===== src/rtl/mig_ui_adapter_if.sv =====
`default_nettype none
// ============================================================================
// mig_ui_adapter_if : upstream command bus and MIG app_* user-interface bundles
// Rev 1.0
// ============================================================================

// Upstream single-word command stream; member names are from the adapter's view.
interface mig_ui_adapter_if #(
    parameter int DATA_W = 32,
    parameter int ADDR_W = 32
);
    logic                  en_i;
    logic                  w_en_i;
    logic [ADDR_W-1:0]     addr_i;
    logic [DATA_W-1:0]     data_i;
    logic [DATA_W/8-1:0]   strb_i;
    logic                  ready_o;
    logic                  w_ready_o;
    logic                  valid_o;
    logic [DATA_W-1:0]     data_o;

    modport master (
        output en_i, w_en_i, addr_i, data_i, strb_i,
        input  ready_o, w_ready_o, valid_o, data_o
    );
    modport slave (
        input  en_i, w_en_i, addr_i, data_i, strb_i,
        output ready_o, w_ready_o, valid_o, data_o
    );
endinterface

// MIG native user interface; the adapter is the master side.
interface mig_app_if #(
    parameter int APP_DATA_W = 128,
    parameter int APP_ADDR_W = 27
);
    logic                    app_en_o;
    logic [2:0]              app_cmd_o;
    logic [APP_ADDR_W-1:0]   app_addr_o;
    logic                    app_rdy_i;
    logic [APP_DATA_W-1:0]   app_wdf_data_o;
    logic [APP_DATA_W/8-1:0] app_wdf_mask_o;
    logic                    app_wdf_wren_o;
    logic                    app_wdf_end_o;
    logic                    app_wdf_rdy_i;
    logic [APP_DATA_W-1:0]   app_rd_data_i;
    logic                    app_rd_data_valid_i;
    logic                    app_rd_data_end_i;

    modport master (
        output app_en_o, app_cmd_o, app_addr_o,
               app_wdf_data_o, app_wdf_mask_o, app_wdf_wren_o, app_wdf_end_o,
        input  app_rdy_i, app_wdf_rdy_i,
               app_rd_data_i, app_rd_data_valid_i, app_rd_data_end_i
    );
    modport slave (
        input  app_en_o, app_cmd_o, app_addr_o,
               app_wdf_data_o, app_wdf_mask_o, app_wdf_wren_o, app_wdf_end_o,
        output app_rdy_i, app_wdf_rdy_i,
               app_rd_data_i, app_rd_data_valid_i, app_rd_data_end_i
    );
endinterface

`default_nettype wire


===== src/rtl/mig_ui_adapter.sv =====
`default_nettype none
// ============================================================================
// mig_ui_adapter : one-at-a-time bridge from a single-word command stream to MIG
//                  app_* UI with lane select/mask and read-lane extraction
// Rev 1.0
// ============================================================================
module mig_ui_adapter #(
    parameter int DATA_W     = 32,
    parameter int ADDR_W     = 32,
    parameter int APP_DATA_W = 128,
    parameter int APP_ADDR_W = 27,
    parameter int DQ_W       = 16
) (
    input  wire                ui_clk_i,
    input  wire                ui_reset_ni,
    input  wire                init_calib_complete_i,
    mig_ui_adapter_if.slave    up,
    mig_app_if.master          app
);
    localparam int STRB_W     = DATA_W / 8;
    localparam int APP_STRB_W = APP_DATA_W / 8;
    localparam int LANES      = APP_DATA_W / DATA_W;
    localparam int LANE_LO    = $clog2(STRB_W);
    localparam int LANE_W     = $clog2(LANES);
    localparam int ADDR_SH    = $clog2(DQ_W / 8);

    localparam logic [2:0] CMD_WRITE = 3'b000;
    localparam logic [2:0] CMD_READ  = 3'b001;

    typedef enum logic [1:0] {
        S_IDLE    = 2'd0,
        S_WRITE   = 2'd1,
        S_RD_CMD  = 2'd2,
        S_RD_DATA = 2'd3
    } state_e;

    state_e                  state_q;
    logic                    app_en_q;
    logic [2:0]              app_cmd_q;
    logic [APP_ADDR_W-1:0]   app_addr_q;
    logic [APP_DATA_W-1:0]   wdf_data_q;
    logic [APP_STRB_W-1:0]   wdf_mask_q;
    logic                    wdf_wren_q;
    logic [LANE_W-1:0]       lane_q;
    logic                    valid_q;
    logic [DATA_W-1:0]       data_q;

    logic                    ready_d;
    logic                    accept_d;
    logic [LANE_W-1:0]       lane_d;
    logic [ADDR_W-1:0]       addr_sh_d;
    logic [APP_ADDR_W-1:0]   app_addr_d;
    logic [APP_STRB_W-1:0]   wdf_mask_d;
    logic                    write_done_d;

    // Reset is folded in so ready stays low while the block is held in reset.
    assign ready_d    = (state_q == S_IDLE) && init_calib_complete_i && ui_reset_ni;
    assign accept_d   = up.en_i && ready_d;
    assign lane_d     = up.addr_i[LANE_LO +: LANE_W];
    assign addr_sh_d  = up.addr_i >> ADDR_SH;
    assign app_addr_d = {addr_sh_d[APP_ADDR_W-1:3], 3'b000};

    // A WRITE finishes once each handshake is either already done or completing now.
    assign write_done_d = (!app_en_q || app.app_rdy_i) && (!wdf_wren_q || app.app_wdf_rdy_i);

    always_comb begin
        wdf_mask_d = '1;
        wdf_mask_d[lane_d*STRB_W +: STRB_W] = ~up.strb_i;
    end

    always_ff @(posedge ui_clk_i or negedge ui_reset_ni) begin
        if (!ui_reset_ni) begin
            state_q    <= S_IDLE;
            app_en_q   <= 1'b0;
            app_cmd_q  <= 3'b000;
            app_addr_q <= '0;
            wdf_data_q <= '0;
            wdf_mask_q <= '1;
            wdf_wren_q <= 1'b0;
            lane_q     <= '0;
            valid_q    <= 1'b0;
            data_q     <= '0;
        end else begin
            valid_q <= 1'b0;
            case (state_q)
                S_IDLE: begin
                    if (accept_d) begin
                        app_en_q   <= 1'b1;
                        app_addr_q <= app_addr_d;
                        lane_q     <= lane_d;
                        if (up.w_en_i) begin
                            app_cmd_q  <= CMD_WRITE;
                            wdf_data_q <= {LANES{up.data_i}};
                            wdf_mask_q <= wdf_mask_d;
                            wdf_wren_q <= 1'b1;
                            state_q    <= S_WRITE;
                        end else begin
                            app_cmd_q  <= CMD_READ;
                            state_q    <= S_RD_CMD;
                        end
                    end
                end
                S_WRITE: begin
                    if (app.app_rdy_i) begin
                        app_en_q <= 1'b0;
                    end
                    if (app.app_wdf_rdy_i) begin
                        wdf_wren_q <= 1'b0;
                    end
                    if (write_done_d) begin
                        state_q <= S_IDLE;
                    end
                end
                S_RD_CMD: begin
                    if (app.app_rdy_i) begin
                        app_en_q <= 1'b0;
                        state_q  <= S_RD_DATA;
                    end
                end
                S_RD_DATA: begin
                    if (app.app_rd_data_valid_i) begin
                        data_q  <= app.app_rd_data_i[lane_q*DATA_W +: DATA_W];
                        valid_q <= 1'b1;
                        state_q <= S_IDLE;
                    end
                end
                default: state_q <= S_IDLE;
            endcase
        end
    end

    assign up.ready_o   = ready_d;
    assign up.w_ready_o = ready_d;
    assign up.valid_o   = valid_q;
    assign up.data_o    = data_q;

    assign app.app_en_o       = app_en_q;
    assign app.app_cmd_o      = app_cmd_q;
    assign app.app_addr_o     = app_addr_q;
    assign app.app_wdf_data_o = wdf_data_q;
    assign app.app_wdf_mask_o = wdf_mask_q;
    assign app.app_wdf_wren_o = wdf_wren_q;
    assign app.app_wdf_end_o  = wdf_wren_q;

    // Single-beat reads make the end flag redundant; ignored address bits land here too.
    logic unused_ok;
    assign unused_ok = &{1'b0, addr_sh_d, up.addr_i, app.app_rd_data_end_i};

endmodule

`default_nettype wire


===== src/flat_wrapper.sv =====
// flat-port wrapper written by rule: the top's interface ports become plain ports
module mig_ui_adapter_flat 
#(
    parameter int DATA_W     = 32,
    parameter int ADDR_W     = 32,
    parameter int APP_DATA_W = 128,
    parameter int APP_ADDR_W = 27,
    parameter int DQ_W       = 16
)
  (ui_clk_i, ui_reset_ni, init_calib_complete_i, up_en_i, up_w_en_i, up_addr_i, up_data_i, up_strb_i, up_ready_o, up_w_ready_o, up_valid_o, up_data_o, app_app_en_o, app_app_cmd_o, app_app_addr_o, app_app_wdf_data_o, app_app_wdf_mask_o, app_app_wdf_wren_o, app_app_wdf_end_o, app_app_rdy_i, app_app_wdf_rdy_i, app_app_rd_data_i, app_app_rd_data_valid_i, app_app_rd_data_end_i);
  mig_ui_adapter_if #(.DATA_W(DATA_W), .ADDR_W(ADDR_W)) up_i ();
  mig_app_if #(.APP_DATA_W(APP_DATA_W), .APP_ADDR_W(APP_ADDR_W)) app_i ();
  input  wire ui_clk_i;
  input  wire ui_reset_ni;
  input  wire init_calib_complete_i;
  input wire logic [$bits(up_i.en_i)-1:0] up_en_i;
  input wire logic [$bits(up_i.w_en_i)-1:0] up_w_en_i;
  input wire logic [$bits(up_i.addr_i)-1:0] up_addr_i;
  input wire logic [$bits(up_i.data_i)-1:0] up_data_i;
  input wire logic [$bits(up_i.strb_i)-1:0] up_strb_i;
  output wire logic [$bits(up_i.ready_o)-1:0] up_ready_o;
  output wire logic [$bits(up_i.w_ready_o)-1:0] up_w_ready_o;
  output wire logic [$bits(up_i.valid_o)-1:0] up_valid_o;
  output wire logic [$bits(up_i.data_o)-1:0] up_data_o;
  output wire logic [$bits(app_i.app_en_o)-1:0] app_app_en_o;
  output wire logic [$bits(app_i.app_cmd_o)-1:0] app_app_cmd_o;
  output wire logic [$bits(app_i.app_addr_o)-1:0] app_app_addr_o;
  output wire logic [$bits(app_i.app_wdf_data_o)-1:0] app_app_wdf_data_o;
  output wire logic [$bits(app_i.app_wdf_mask_o)-1:0] app_app_wdf_mask_o;
  output wire logic [$bits(app_i.app_wdf_wren_o)-1:0] app_app_wdf_wren_o;
  output wire logic [$bits(app_i.app_wdf_end_o)-1:0] app_app_wdf_end_o;
  input wire logic [$bits(app_i.app_rdy_i)-1:0] app_app_rdy_i;
  input wire logic [$bits(app_i.app_wdf_rdy_i)-1:0] app_app_wdf_rdy_i;
  input wire logic [$bits(app_i.app_rd_data_i)-1:0] app_app_rd_data_i;
  input wire logic [$bits(app_i.app_rd_data_valid_i)-1:0] app_app_rd_data_valid_i;
  input wire logic [$bits(app_i.app_rd_data_end_i)-1:0] app_app_rd_data_end_i;
  assign up_i.en_i = up_en_i;
  assign up_i.w_en_i = up_w_en_i;
  assign up_i.addr_i = up_addr_i;
  assign up_i.data_i = up_data_i;
  assign up_i.strb_i = up_strb_i;
  assign up_ready_o = up_i.ready_o;
  assign up_w_ready_o = up_i.w_ready_o;
  assign up_valid_o = up_i.valid_o;
  assign up_data_o = up_i.data_o;
  assign app_app_en_o = app_i.app_en_o;
  assign app_app_cmd_o = app_i.app_cmd_o;
  assign app_app_addr_o = app_i.app_addr_o;
  assign app_app_wdf_data_o = app_i.app_wdf_data_o;
  assign app_app_wdf_mask_o = app_i.app_wdf_mask_o;
  assign app_app_wdf_wren_o = app_i.app_wdf_wren_o;
  assign app_app_wdf_end_o = app_i.app_wdf_end_o;
  assign app_i.app_rdy_i = app_app_rdy_i;
  assign app_i.app_wdf_rdy_i = app_app_wdf_rdy_i;
  assign app_i.app_rd_data_i = app_app_rd_data_i;
  assign app_i.app_rd_data_valid_i = app_app_rd_data_valid_i;
  assign app_i.app_rd_data_end_i = app_app_rd_data_end_i;
  mig_ui_adapter #(.DATA_W(DATA_W), .ADDR_W(ADDR_W), .APP_DATA_W(APP_DATA_W), .APP_ADDR_W(APP_ADDR_W), .DQ_W(DQ_W)) u_core (.ui_clk_i(ui_clk_i), .ui_reset_ni(ui_reset_ni), .init_calib_complete_i(init_calib_complete_i), .up(up_i), .app(app_i));
endmodule

===== config.mk =====
export PLATFORM = sky130hd
export DESIGN_NAME = mig_ui_adapter_flat
export DESIGN_NICKNAME = d
export VERILOG_FILES = /design/src/rtl/mig_ui_adapter_if.sv /design/src/rtl/mig_ui_adapter.sv /design/src/flat_wrapper.sv
export SDC_FILE = /design/constraint.sdc
export NUM_CORES = 1
export LEC_CHECK = 0
export ABC_AREA = 0
export CORE_AREA = 2 2 164 166
export DETAILED_ROUTE_END_ITERATION = 10
export DIE_AREA = 0 0 166 168
export GPL_TIMING_DRIVEN = 0
export PLACE_DENSITY_LB_ADDON = 0.25
export RECOVER_POWER = 25
export SYNTH_ARGS = -nofsm -noshare
export SYNTH_HDL_FRONTEND = slang
export SYNTH_SLANG_ARGS = --single-unit

===== constraint.sdc =====
create_clock -name ui_clk_i -period 3 [get_ports ui_clk_i]
set_input_delay 0.45 -clock ui_clk_i [delete_from_list [all_inputs] [get_ports ui_clk_i]]
set_output_delay 0.45 -clock ui_clk_i [all_outputs]
set_load 0.1 [all_outputs]

# Yosys cells after proc, flatten, opt, wreduce, memory -nomap -nowiden
# Index checks and enable logic that the tools add are counted.
[classes] addsub=1 eq_ne=10 n_shift=3 mux=16 n_bitwise=3 n_reduce_logical=18
[op_table] op="128-bit by 8-bit indexed part select with 32-bit output" count=1
[op_table] op="4-bit negation with 34-bit output" count=1
[op_table] op="4-bit by 34-bit variable shift with 16-bit output, first input constant" count=1
[op_table] op="4-bit by 34-bit indexed part select with 16-bit output" count=1
[op_table] op="16-bit inverter" count=1
[op_table] op="16-bit OR" count=1
[op_table] op="2-bit 2-to-1 mux" count=5
[op_table] op="1-bit 2-to-1 mux" count=8
[op_table] op="2-bit != test, second input constant" count=4
[op_table] op="2-bit one-hot mux with 4 select lines" count=1
[op_table] op="4-bit AND reduction" count=2
[op_table] op="2-bit by 1-bit != test with 1-bit output, second input constant" count=3
[op_table] op="3-bit AND reduction" count=2
[op_table] op="2-bit == test, second input constant" count=2
[op_table] op="1-bit logical AND" count=4
[op_table] op="4-bit inverter" count=1
[op_table] op="1-bit one-hot mux with 2 select lines" count=2
[op_table] op="2-bit AND reduction" count=2
[op_table] op="2-bit nonzero test" count=2
[op_table] op="2-bit by 1-bit == test with 1-bit output, second input constant" count=1
[op_table] op="1-bit zero test" count=2
[op_table] op="2-bit zero test" count=1
[op_table] op="1-bit logical OR" count=2
[op_table] op="2-bit OR reduction" count=1
[word_totals] ff_bits=210 inputBits=205 output_inout_bits=212

# Logic depth before layout (Yosys ltp)
[logic_depth] depth_word=6 ltp_mapped=8

# Worst setup path before layout
# No wires, ideal clock.
[synth_path] path_type="register to output" start="reg u_core.state_q[0]" end="out up_w_ready_o" arrival_time_ns=1.949 t_required_ns=2.550 setup_slack_ns=0.601 stages_incl_launch_ff=5 path_cell_list="dfrtp_1 > inv_1 > ha_1 > and3_1 > buf_4"
[synth_between] elab_chain_cells=3
[synth_lines] element="from (decl)" line="mig_ui_adapter.sv:37" rtl="state_e state_q;"
[synth_lines] element="from (signal assigned)" line="mig_ui_adapter.sv:73" rtl="state_q <= S_IDLE;"
[synth_lines] element="from (signal assigned)" line="mig_ui_adapter.sv:96" rtl="state_q <= S_WRITE;"
[synth_lines] element="from (signal assigned)" line="mig_ui_adapter.sv:99" rtl="state_q <= S_RD_CMD;"
[synth_lines] element="2-bit zero test" line="mig_ui_adapter.sv:57" rtl="assign ready_d = (state_q == S_IDLE) && init_calib_complete_i && ui_reset_ni;"
[synth_lines] element="1-bit logical AND (2 in a row)" line="mig_ui_adapter.sv:57"
[synth_lines] element="to (decl)" line="flat_wrapper.sv:22" rtl="output wire logic [$bits(up_i.w_ready_o)-1:0] up_w_ready_o;"
# Every way passes these cells.

# Final worst setup path
# Ends and elaborated chain as after synthesis.

==> flow_summary.ini <==
[timing]
finalHoldViolations = 1
finalClockSkew_ns = 0.00852
period_needed_ns = 2.83
slew_headroom_pct = -32.2
tightest_slew_ns = 1.98
slew_viol_final = 76
hold_ws_ns = -0.00118
tns_ns = 0
finalSetupViolCount = 0
clock.fmax_mhz = 354
setup_ws_ns = 0.174
rsz0062_at_grt = false
period_share_pct = 94.2

[clock_network]
insertion_delay_ns = 0.35
cts_setup_buffers = 0
path_clk_slew_ns = 0.07
htreeDepth = 3
root_buffer = clkbuf_16
cts_buffers = 9
clock-sinks = 112
clock_path_buffers = 2
cts_tree = yes

[finish]
post-route-util_pct = 41.4
final_cell_mix = clkdlybuf4s50_1, buf_4, dfrtp_1
fin_nets = 1122
mostFrequentLayoutCell = clkdlybuf4s50_1
area_growth_pct = 78.3
fill_cells = 2552
drive_above_1_share_pct = 28.1

[critical_path]
worstPathCellList = inv_1 > ha_1 > and3_1 > buf_4 > dlygate4sd2_1
path_max_fanout = 5
end_kind = output pin
path_buf_inv = 3
slowest_delay_ns = 0.88
crit_arrival_ns = 2.38
rr_worst_depth = 4
path_class = reg2out
crit_family = buffers and inverters
start_kind = flip-flop
crit_slowest_cell = dlygate4sd2_1
rr_startpoint = u_core.state_q[0]
cp.required_ns = 2.55
rr_endpoint = u_core.up.data_o[2]
ff2ff_setup_slack_ns = 1.07

[grt]
grt_max_degree = 76
grt-ovfl-total = 0
grt_pass1_vias = 5006
grt_pass1_wl_um = 29300
antenna_found_initial = 1
grt_use_total_pct = 13.5

[synth]
seq_area_frac_synth_pct = 46.2
syn-instance-count = 487
synth-seq-cells = 112
synth_area_um2 = 6120
synth_cell_types = 32
syn_area_per_cell_um2 = 12.6
synth_area_leaders = dfrtp_1, mux2_2, buf_4
post-synth-top-area-cell = dfrtp_1
yosysWarnings = 0
synth_top_area_share_pct = 39.3

[drt]
ant_nets = 0
drc_errors = 0
routedWlPerCell_um = 15.7
first_iter_violations = 109
viasPerCell = 3.99
wl_um = 19700
vias = 5004
first_pass_iters = 4

[floorplan]
num_io_pins = 417
core_um2 = 26400
die_w_um = 166
dieHeight_um = 168
die_area_um2 = 27900
start_util_pct = 23.2
placement_rows = 60

[place]
dp_hpwl_um = 15900
io_buffers = 404
place_worst_setup_slack_ns = 0.0656
gp_congestion = 0.731

[worst_hold_path]
hp-class = in2async

[run_status]
outcome = finished with violations
violations = hold timing, capacitance limit, slew limit

[run]
maxCapViolCount = 1
[metal layers]
metal  track usage (%)  vias to the layer above  wire length [µm]
met5                 0                        -                 0
met4              4.31                        0               319
met3              3.53                       16              1240
met2              24.4                      193             10300
met1              15.6                     2388              7850
li1                  -                     2407                 -
[cell families after synthesis]
logic type      after synthesis  share of synthesized area [%]
compound gates               27                           2.50
fa+ha+maj                    10                           2.05
buf+inv                     133                           16.1
flops                       112                           46.2
mux                         115                           27.2
other cells                   1                         0.0613
simple gates                 89                           5.91
[stage by stage]
stage               cells  area, µm²
floorplan             491       6130
global placement     1236      10600
detailed placement   1237      10600
CTS                  1253      10900
global route         1254      10900
finish               1254      10900
[worst max-delay path by stage]
stage                                from            to  slack, ns  cells past startpoint
floorplan               u_core.state_q[0]  up_w_ready_o       0.60                      4
global placement              ui_reset_ni  up_w_ready_o      -4.41                      4
finish                  u_core.state_q[0]  up_w_ready_o       0.17                      5
global route            u_core.state_q[1]  up_w_ready_o       0.06                      5
CTS                     u_core.state_q[0]  up_w_ready_o       0.12                      5
detailed placement  init_calib_complete_i  up_w_ready_o       0.07                      4
[synthesized netlist by cell type]
cell type / instances
conb_1: 1
ha_1: 10
nor2_1: 1
nand2_4: 1
buf_12: 3
dfstp_2: 16
and3_1: 1
nand3_1: 1
o21a_1: 1
and4_1: 1
clkbuf_1: 5
or4_1: 1
a221o_1: 1
buf_4: 104
o21ai_0: 19
mux2_1: 3
mux2i_1: 3
a21boi_0: 1
o22ai_1: 3
nand2_1: 81
a21oi_1: 1
nor3b_1: 1
dfrtp_1: 96
nand3b_1: 1
o2bb2ai_1: 1
mux2_2: 77
inv_1: 9
mux4_1: 3
mux4_2: 29
buf_6: 6
buf_2: 3
buf_1: 3
[area by class of cell]
class	instances	area (µm²)	share of cell area, %
diodes	1	2.50	0.0230
plain buffers	124	953	8.75
clock buffers	11	254	2.33
clock inverters	5	40.0	0.367
inverters	9	33.8	0.310
multi-input cells	246	2320	21.3
flip-flops and latches	112	2820	25.9
well taps	341	427	3.91
repair buffers	405	4050	37.1
[worst reg2reg max path: cells and delay by family, from the launching register on]
family / cells / cell delay (ns)
adders and majority gates: 1 / 0.22
buffers and inverters: 1 / 0.52
DFF: 1 / 0.41
muxes: 1 / 0.41
and+or+nand+nor: 1 / 0.25
[state kept, by name, summed over array words and instances, names as in the netlist]
name / flops
u_core.up.data_o: 32
u_core.state_q: 2
u_core.app.app_cmd_o: 1
u_core.app.app_addr_o: 24
u_core.lane_q: 2
u_core.app.app_wdf_data_o: 32
u_core.app.app_wdf_end_o: 1
u_core.app.app_en_o: 1
u_core.up.valid_o: 1
u_core.app.app_wdf_mask_o: 16
[timing repair]
item | 4_1_cts | 5_1_grt
gates resized for setup | 2 | 0
hold buffers | 0 | 0
endpoints found under the setup margin | 2 | 0
Power is left out: the tool's default activity adds up to more than one toggle a clock period on the data nets, which glitch-free logic cannot reach.
